===== src/rtl/joy_db15_resp.sv =====
// DB15 joystick responder: presents two 16-bit joystick words to a host as a
// serial frame clocked by the host's joy_load/joy_clk strobes.
// Optional build macro JOY_DB15_RESP_FILTER_EN adds a 3-sample glitch filter
// on the synchronized host strobes.
module joy_db15_resp #(
  parameter int FRAME_BITS  = 32,
  parameter int TIMEOUT_CYC = 100000
) (
  input  logic        clk,
  input  logic        reset_n,
  input  logic [15:0] joystick1,
  input  logic [15:0] joystick2,
  input  logic        joy_load,
  input  logic        joy_clk,
  output logic        joy_data,
  output logic        frame_done,
  output logic        link_active
);

  localparam int CW = $clog2(FRAME_BITS + 1);
  localparam int TW = $clog2(TIMEOUT_CYC + 1);
  localparam logic [CW-1:0] LAST_BIT    = CW'(FRAME_BITS - 1);
  localparam logic [TW-1:0] TIMEOUT_MAX = TW'(TIMEOUT_CYC);

  typedef enum logic [1:0] {IDLE, LOAD, SHIFT, DONE} state_t;

  state_t                 state, state_nxt;
  logic [FRAME_BITS-1:0]  shreg;
  logic [FRAME_BITS-1:0]  load_word;
  logic [31:0]            snap;
  logic [CW-1:0]          bit_cnt;
  logic [TW-1:0]          tcnt;

  logic load_s1, load_s2, clk_s1, clk_s2;
  logic load_level, clk_level;
  logic load_prev, clk_prev;
  logic load_low, load_rise, load_fall, clk_rise;
  logic activity, timeout;
  logic shift_en, done_hit;

  // Two-flop synchronizers for the asynchronous host strobes (idle high).
  always_ff @(posedge clk or negedge reset_n) begin
    if (!reset_n) begin
      load_s1 <= 1'b1;
      load_s2 <= 1'b1;
      clk_s1  <= 1'b1;
      clk_s2  <= 1'b1;
    end else begin
      load_s1 <= joy_load;
      load_s2 <= load_s1;
      clk_s1  <= joy_clk;
      clk_s2  <= clk_s1;
    end
  end

`ifdef JOY_DB15_RESP_FILTER_EN
  logic load_h1, load_h2, clk_h1, clk_h2;

  // History of the synchronized levels used by the stability filter.
  always_ff @(posedge clk or negedge reset_n) begin
    if (!reset_n) begin
      load_h1 <= 1'b1;
      load_h2 <= 1'b1;
      clk_h1  <= 1'b1;
      clk_h2  <= 1'b1;
    end else begin
      load_h1 <= load_s2;
      load_h2 <= load_h1;
      clk_h1  <= clk_s2;
      clk_h2  <= clk_h1;
    end
  end

  // A level is accepted only once three consecutive samples agree;
  // otherwise the previously accepted level is held.
  always_comb begin
    load_level = load_prev;
    clk_level  = clk_prev;
    if ((load_s2 == load_h1) && (load_h1 == load_h2)) load_level = load_s2;
    if ((clk_s2 == clk_h1) && (clk_h1 == clk_h2))     clk_level  = clk_s2;
  end
`else
  // Unfiltered: the synchronized level is the accepted level.
  always_comb begin
    load_level = load_s2;
    clk_level  = clk_s2;
  end
`endif

  // Previous accepted levels for edge detection.
  always_ff @(posedge clk or negedge reset_n) begin
    if (!reset_n) begin
      load_prev <= 1'b1;
      clk_prev  <= 1'b1;
    end else begin
      load_prev <= load_level;
      clk_prev  <= clk_level;
    end
  end

  // Edge qualification; joy_clk edges are ignored while load is held low.
  always_comb begin
    load_low  = ~load_level;
    load_rise = load_level & ~load_prev;
    load_fall = ~load_level & load_prev;
    clk_rise  = clk_level & ~clk_prev & load_level;
    activity  = load_rise | load_fall | clk_rise;
    timeout   = (tcnt == TIMEOUT_MAX) & ~activity;
  end

  // Map the joystick words into the frame, joystick1 in the low bits.
  always_comb begin
    snap      = {joystick2, joystick1};
    load_word = '0;
    for (int unsigned i = 0; i < FRAME_BITS; i++) begin
      if (i < 32) load_word[i] = snap[i];
    end
  end

  // State register.
  always_ff @(posedge clk or negedge reset_n) begin
    if (!reset_n) state <= IDLE;
    else          state <= state_nxt;
  end

  // Next-state logic: load low overrides everything, then link timeout.
  always_comb begin
    state_nxt = state;
    shift_en  = 1'b0;
    done_hit  = 1'b0;
    if (load_low) begin
      state_nxt = LOAD;
    end else if (timeout) begin
      state_nxt = IDLE;
    end else begin
      case (state)
        LOAD: begin
          if (load_rise) state_nxt = SHIFT;
        end
        SHIFT: begin
          if (clk_rise) begin
            shift_en = 1'b1;
            if (bit_cnt == LAST_BIT) begin
              state_nxt = DONE;
              done_hit  = 1'b1;
            end
          end
        end
        default: ;
      endcase
    end
  end

  // Shift register, bit counter and frame_done pulse.
  always_ff @(posedge clk or negedge reset_n) begin
    if (!reset_n) begin
      shreg      <= '0;
      bit_cnt    <= '0;
      frame_done <= 1'b0;
    end else begin
      frame_done <= done_hit;
      if (load_low) begin
        shreg   <= load_word;
        bit_cnt <= '0;
      end else if (shift_en) begin
        shreg   <= shreg >> 1;
        bit_cnt <= bit_cnt + CW'(1);
      end
    end
  end

  // Link watchdog: saturating idle counter restarted by any accepted edge.
  always_ff @(posedge clk or negedge reset_n) begin
    if (!reset_n) begin
      tcnt        <= '0;
      link_active <= 1'b0;
    end else if (activity) begin
      tcnt        <= '0;
      link_active <= 1'b1;
    end else if (tcnt != TIMEOUT_MAX) begin
      tcnt <= tcnt + TW'(1);
    end else begin
      link_active <= 1'b0;
    end
  end

  // Serial output is active-low; idle and completed frames read as 1.
  always_comb begin
    case (state)
      IDLE, DONE: joy_data = 1'b1;
      default:    joy_data = ~shreg[0];
    endcase
  end

endmodule


===== config.mk =====
export PLATFORM = sky130hd
export DESIGN_NAME = joy_db15_resp
export DESIGN_NICKNAME = d
export VERILOG_FILES = /design/src/rtl/joy_db15_resp.sv
export SDC_FILE = /design/constraint.sdc
export NUM_CORES = 1
export LEC_CHECK = 0
export BUFFER_PORTS_ARGS = -buffer_cell sky130_fd_sc_hd__buf_2
export CORE_MARGIN = 4
export CORE_UTILIZATION = 34
export CTS_CLUSTER_SIZE = 20
export DETAILED_ROUTE_END_ITERATION = 10
export PLACE_DENSITY_LB_ADDON = 0.1
export SLEW_MARGIN = 5
export SYNTH_ARGS = -nofsm -noshare
export SYNTH_HDL_FRONTEND = slang
export SYNTH_SLANG_ARGS = --single-unit

===== constraint.sdc =====
create_clock -name clk -period 2.5 [get_ports clk]
set_clock_uncertainty 0.05 [all_clocks]
set_input_delay 0.625 -clock clk [delete_from_list [all_inputs] [get_ports clk]]
set_output_delay 0.625 -clock clk [all_outputs]
set_load 0.03 [all_outputs]

* After elaboration in Yosys (flattened, before gate mapping)
Cells that the tools add are included.
Storage, ports and cells: bits in registers 65, latch bits 0, RAM bits 0, memory bits (read-only) 0, input bits 36, output and inout bits 3, memories kept 0
Cells by class: $add $sub $neg 2, multipliers 0, divide/modulo/power cells 0, order comparisons 0, equal/unequal tests 12, shift operators 0, muxes and demuxes 24, bitwise operators 12, reductions and logical operators 4
Operators with widths (number):
- 32-bit 2-to-1 mux | 2
- 17-bit 2-to-1 mux | 2
- 17-bit by 1-bit adder with 17-bit output (second input constant) | 1
- 17-bit equality test (second input constant) | 1
- 17-bit inequality test (second input constant) | 1
- 1-bit 2-to-1 mux | 12
- 6-bit 2-to-1 mux | 2
- 4-bit inequality test (second input constant) | 3
- 2-bit 2-to-1 mux | 5
- 6-bit by 1-bit adder with 6-bit output (second input constant) | 1
- 6-bit by 5-bit equality test with 1-bit output (second input constant) | 1
- 1-bit AND | 5
- 1-bit inverter | 5
- 2-bit equality test (second input constant) | 2
- 4-bit by 1-bit inequality test with 1-bit output (second input constant) | 1
- 2-bit case mux with 2 select lines | 1
- 4-bit AND reduction | 1
- 2-bit by 1-bit equality test with 1-bit output (second input constant) | 1
- 2-bit zero test | 1
- 2-bit by 1-bit inequality test with 1-bit output (second input constant) | 1
- 2-bit inequality test (second input constant) | 1
- 1-bit OR | 2
- 2-bit nonzero test | 1
- 2-bit OR reduction | 1

* Longest topological paths before layout
depth in word-level cells 10, gate-level depth with buffers 7

* Worst setup path after synthesis
OpenSTA, ideal clock, no wires.
path kind reg-to-reg, start register load_s2 (netlist: load_level), end register tcnt[11], setup time 66 ps, arrival time 1629 ps, path slack 755 ps, stages on the path, launching flop included 6, period minus slack after synthesis 1745 ps, cell sequence dfstp_2 -> ha_1 -> a21o_1 -> buf_2 -> or4_1 -> nand2_1
Between the ends: cells in the longest elaborated chain, start to end 5
Ends and longest elaborated chain:
- from (decl) | RTL line 34 | logic load_s1, load_s2, clk_s1, clk_s2;
- from (signal assigned) | RTL line 50 | load_s2 <= load_s1;
- 1-bit inverter | RTL line 105 | load_fall = ~load_level & load_prev;
- 1-bit AND | RTL line 105
- 1-bit OR | RTL line 107 | activity = load_rise | load_fall | clk_rise;
- 1-bit OR (*) | RTL line 107
- 17-bit 2-to-1 mux or 2-bit nonzero test (tied branches)
- to (signal assigned) | RTL line 181 | tcnt <= tcnt + TW'(1);
- to (decl) | RTL line 32 | logic [TW-1:0] tcnt;
Mark *: on every way between the ends. The rest lies on a longest branch, timed or not. A chain may end at the register's enable or synchronous reset.

* Worst setup path after layout
start register state[0], end output joy_data
Between the ends: cells in the longest elaborated chain, start to end 3
Ends and longest elaborated chain:
- from (decl) | RTL line 27 | state_t state, state_nxt;
- from (signal assigned) | RTL line 123 | else state <= state_nxt;
- 2-bit equality test or 2-bit zero test (tied branches) | RTL line 189 | case (state)
- 2-bit OR reduction (*) | RTL line 189
- 1-bit 2-to-1 mux (*) | RTL line 189
- to (decl) | RTL line 15 | output logic joy_data,
Marked as above.

==> run metrics <==
pin count of the biggest net entering global routing=78; commonest non-fill, non-tap cell in the layout=nand2_1; FMAX=475 MHz; synthesized area=3070 µm²; IO buf count=38; share of layout cells above drive strength 1=0.183; post-route ant nets=0; vias post-DR=2435; first-pass GRT wire length=approximately 12 mm; Die Ht=slightly above 100 µm; final slew viol count=0; cell count after placement=465; EDFF count, synth=0; Root Driver=clkbuf_8; distinct cell type count after synthesis=slightly above 40; row cnt=34; Starting Density=0.350; GPL Wtd Cong=0.716; Seq/Total Area, Yosys=0.532; Wirelength per Cell=13.9 µm; CP Cell Sequence=inv_1, ha_1, inv_1, nand2_1, buf_2; fin nets=410; hold_buf cts=0; DR iter-0 viols=80; pwr/cell area=roughly 700 nW/µm²; TritonCTS clock tree=done; total global routing overflow=0; crit-path leading delay family=flip-flops; most frequent cells in the layout=76 x nand2_1, 59 x dfrtp_1, 43 x nor2_1; Post-Layout Cell Count=479; DP Area=3380 µm²; GRT Overall Usage=0.139; worst slew pin tran=roughly 0.7 ns; H-tree Lvls=3; Final setup viols=0; worst reg2reg setup slack=0.58 ns; startpoint types=register; Worst-Skew Late Latency=0.33 ns; TNS Setup=0 ns; CP max FO=4; R2R Path Start=load_level; Syn Nets=373; Ports=39; number of global-route vias before repair=around 2400; maximum VDD drop=0.000284 V; WP buf/inv=3; hold crit path type=primary input to asynchronous set/reset pin; RSZ-0062 raised after global routing=no; biggest area consumer among synthesized cells=dfrtp_1; Crit path largest cell delay=0.36 ns; initial antenna violation count=0; top post-synthesis cells by area=dfrtp_1 48%, nand2_1 9.3%, a31oi_1 6.5%; Final Hold Viols=0; Syn Area/Cell=9.28 µm²; crit share post-route=0.842; Synth async-reset ratio=1.00; most used cell, CP=inv_1; WP data required=1.82 ns; dpl hpwl=4.25 mm; outcome=complete, no violations; CTS max path bufs=2; Tmin final=2.10 ns; diodes inserted=0; leading register cell type out of synthesis=dfrtp_1; leakage=around 1.6 nW; worst r2r path cells=5; Via-to-Cell Ratio=5.08; Residual DRC=0; Final Util=0.404; MaxCap Viol Count=0; Area growth, synth to finish=15.3%; Mapped Cells=331; Worst R2R End=tcnt[12]; CP arrival=1.43 ns; CP Capture Type=primary output; die width=103 µm; total CTS buffers=9; area share of the largest cell type after synthesis=0.481; postcts setup bufs=0; Initial DRT Pass Iterations=4; Total Wirelength=6.66 mm; Yosys reg bits=65; Clock Sinks=65; Ys Warns=0; Core ar.=between 8000 and 9000 µm²; Crit Path Class=register to primary output; design area=3540 µm²; die area=10600 µm²; Slew headroom=0.527; CP max-delay cell=dfrtp_1; Reg clk slew, reported paths=approximately 0.06 ns; post-CTS resize count=0
[worst max path at each step]
stage,end,cells after the start,from,slack (ns)
after floorplan,tcnt[11],5,load_level,0.76
after global placement,tcnt[11],5,load_level,0.59
after detailed placement,tcnt[12],5,load_level,0.57
after CTS,joy_data,5,state[0],0.36
after global routing,joy_data,5,state[0],0.27
final,joy_data,5,state[0],0.40
[per-stage QoR]
step                      hold WS (ns)  setup slack [ns]  power, mW
after detailed placement         0.298             0.572       1.67
after floorplan                  0.279             0.755       1.52
final                            0.251             0.395       2.42
after CTS                        0.257             0.364       2.46
after global placement           0.297             0.593       1.66
after global routing             0.268             0.268       2.59
[registers in the layout, summed over array words and instances, names as in the netlist, 2 cells and up]
signal,cells
tcnt,17
state,2
bit_cnt,6
shreg,32
[power breakdown]
group | internal, mW | switching, mW | total (mW)
Sequential | 1.15 | 0.0589 | 1.21
Clock | 0.405 | 0.371 | 0.776
Combinational | 0.174 | 0.263 | 0.436
[final cells by class]
cell class / instances / area, µm²
flip-flops and latches: 65 / 1630
multi-input cells: 241 / 1330
well taps: 108 / 135
inverters: 6 / 22.5
clock buffers: 14 / 163
repair buffers: 45 / 255
fillers: 906 / 5220
[Yosys cell counts (all sizes together) (5+ instances only)]
| cell | count |
|---|---|
| a21oi | 8 |
| a31oi | 32 |
| buf | 6 |
| clkbuf | 13 |
| dfrtp | 59 |
| dfstp | 6 |
| ha | 6 |
| inv | 6 |
| nand2 | 76 |
| nand3 | 9 |
| nand4 | 7 |
| nor2 | 43 |
| o21ai | 8 |
| or3 | 5 |
| xor2 | 10 |
[cell families (layout without fill, tap and decap cells)]
| family | Yosys count | count (layout) | synth area share |
|---|---|---|---|
| flip-flops | 65 | 65 | 0.532 |
| XOR/XNOR | 13 | 13 | 0.0371 |
| buffers and inverters | 25 | 65 | 0.0342 |
| AND/OR/NAND/NOR | 164 | 164 | 0.253 |
| adder cells (fa/ha/maj) | 6 | 6 | 0.0244 |
| AO/OA/AOI/OAI | 57 | 57 | 0.116 |
| multiplexers | 1 | 1 | 0.00326 |
[per-layer routing]
layer  up-vias  wire length (µm)  track usage
met4         0                96       0.0538
met5         -                 0            0
met3         8               265       0.0372
li1       1207                 -            -
met1      1180              3240        0.182
met2        40              3060        0.221
No activity file was read; power rests on OpenSTA's default activity.
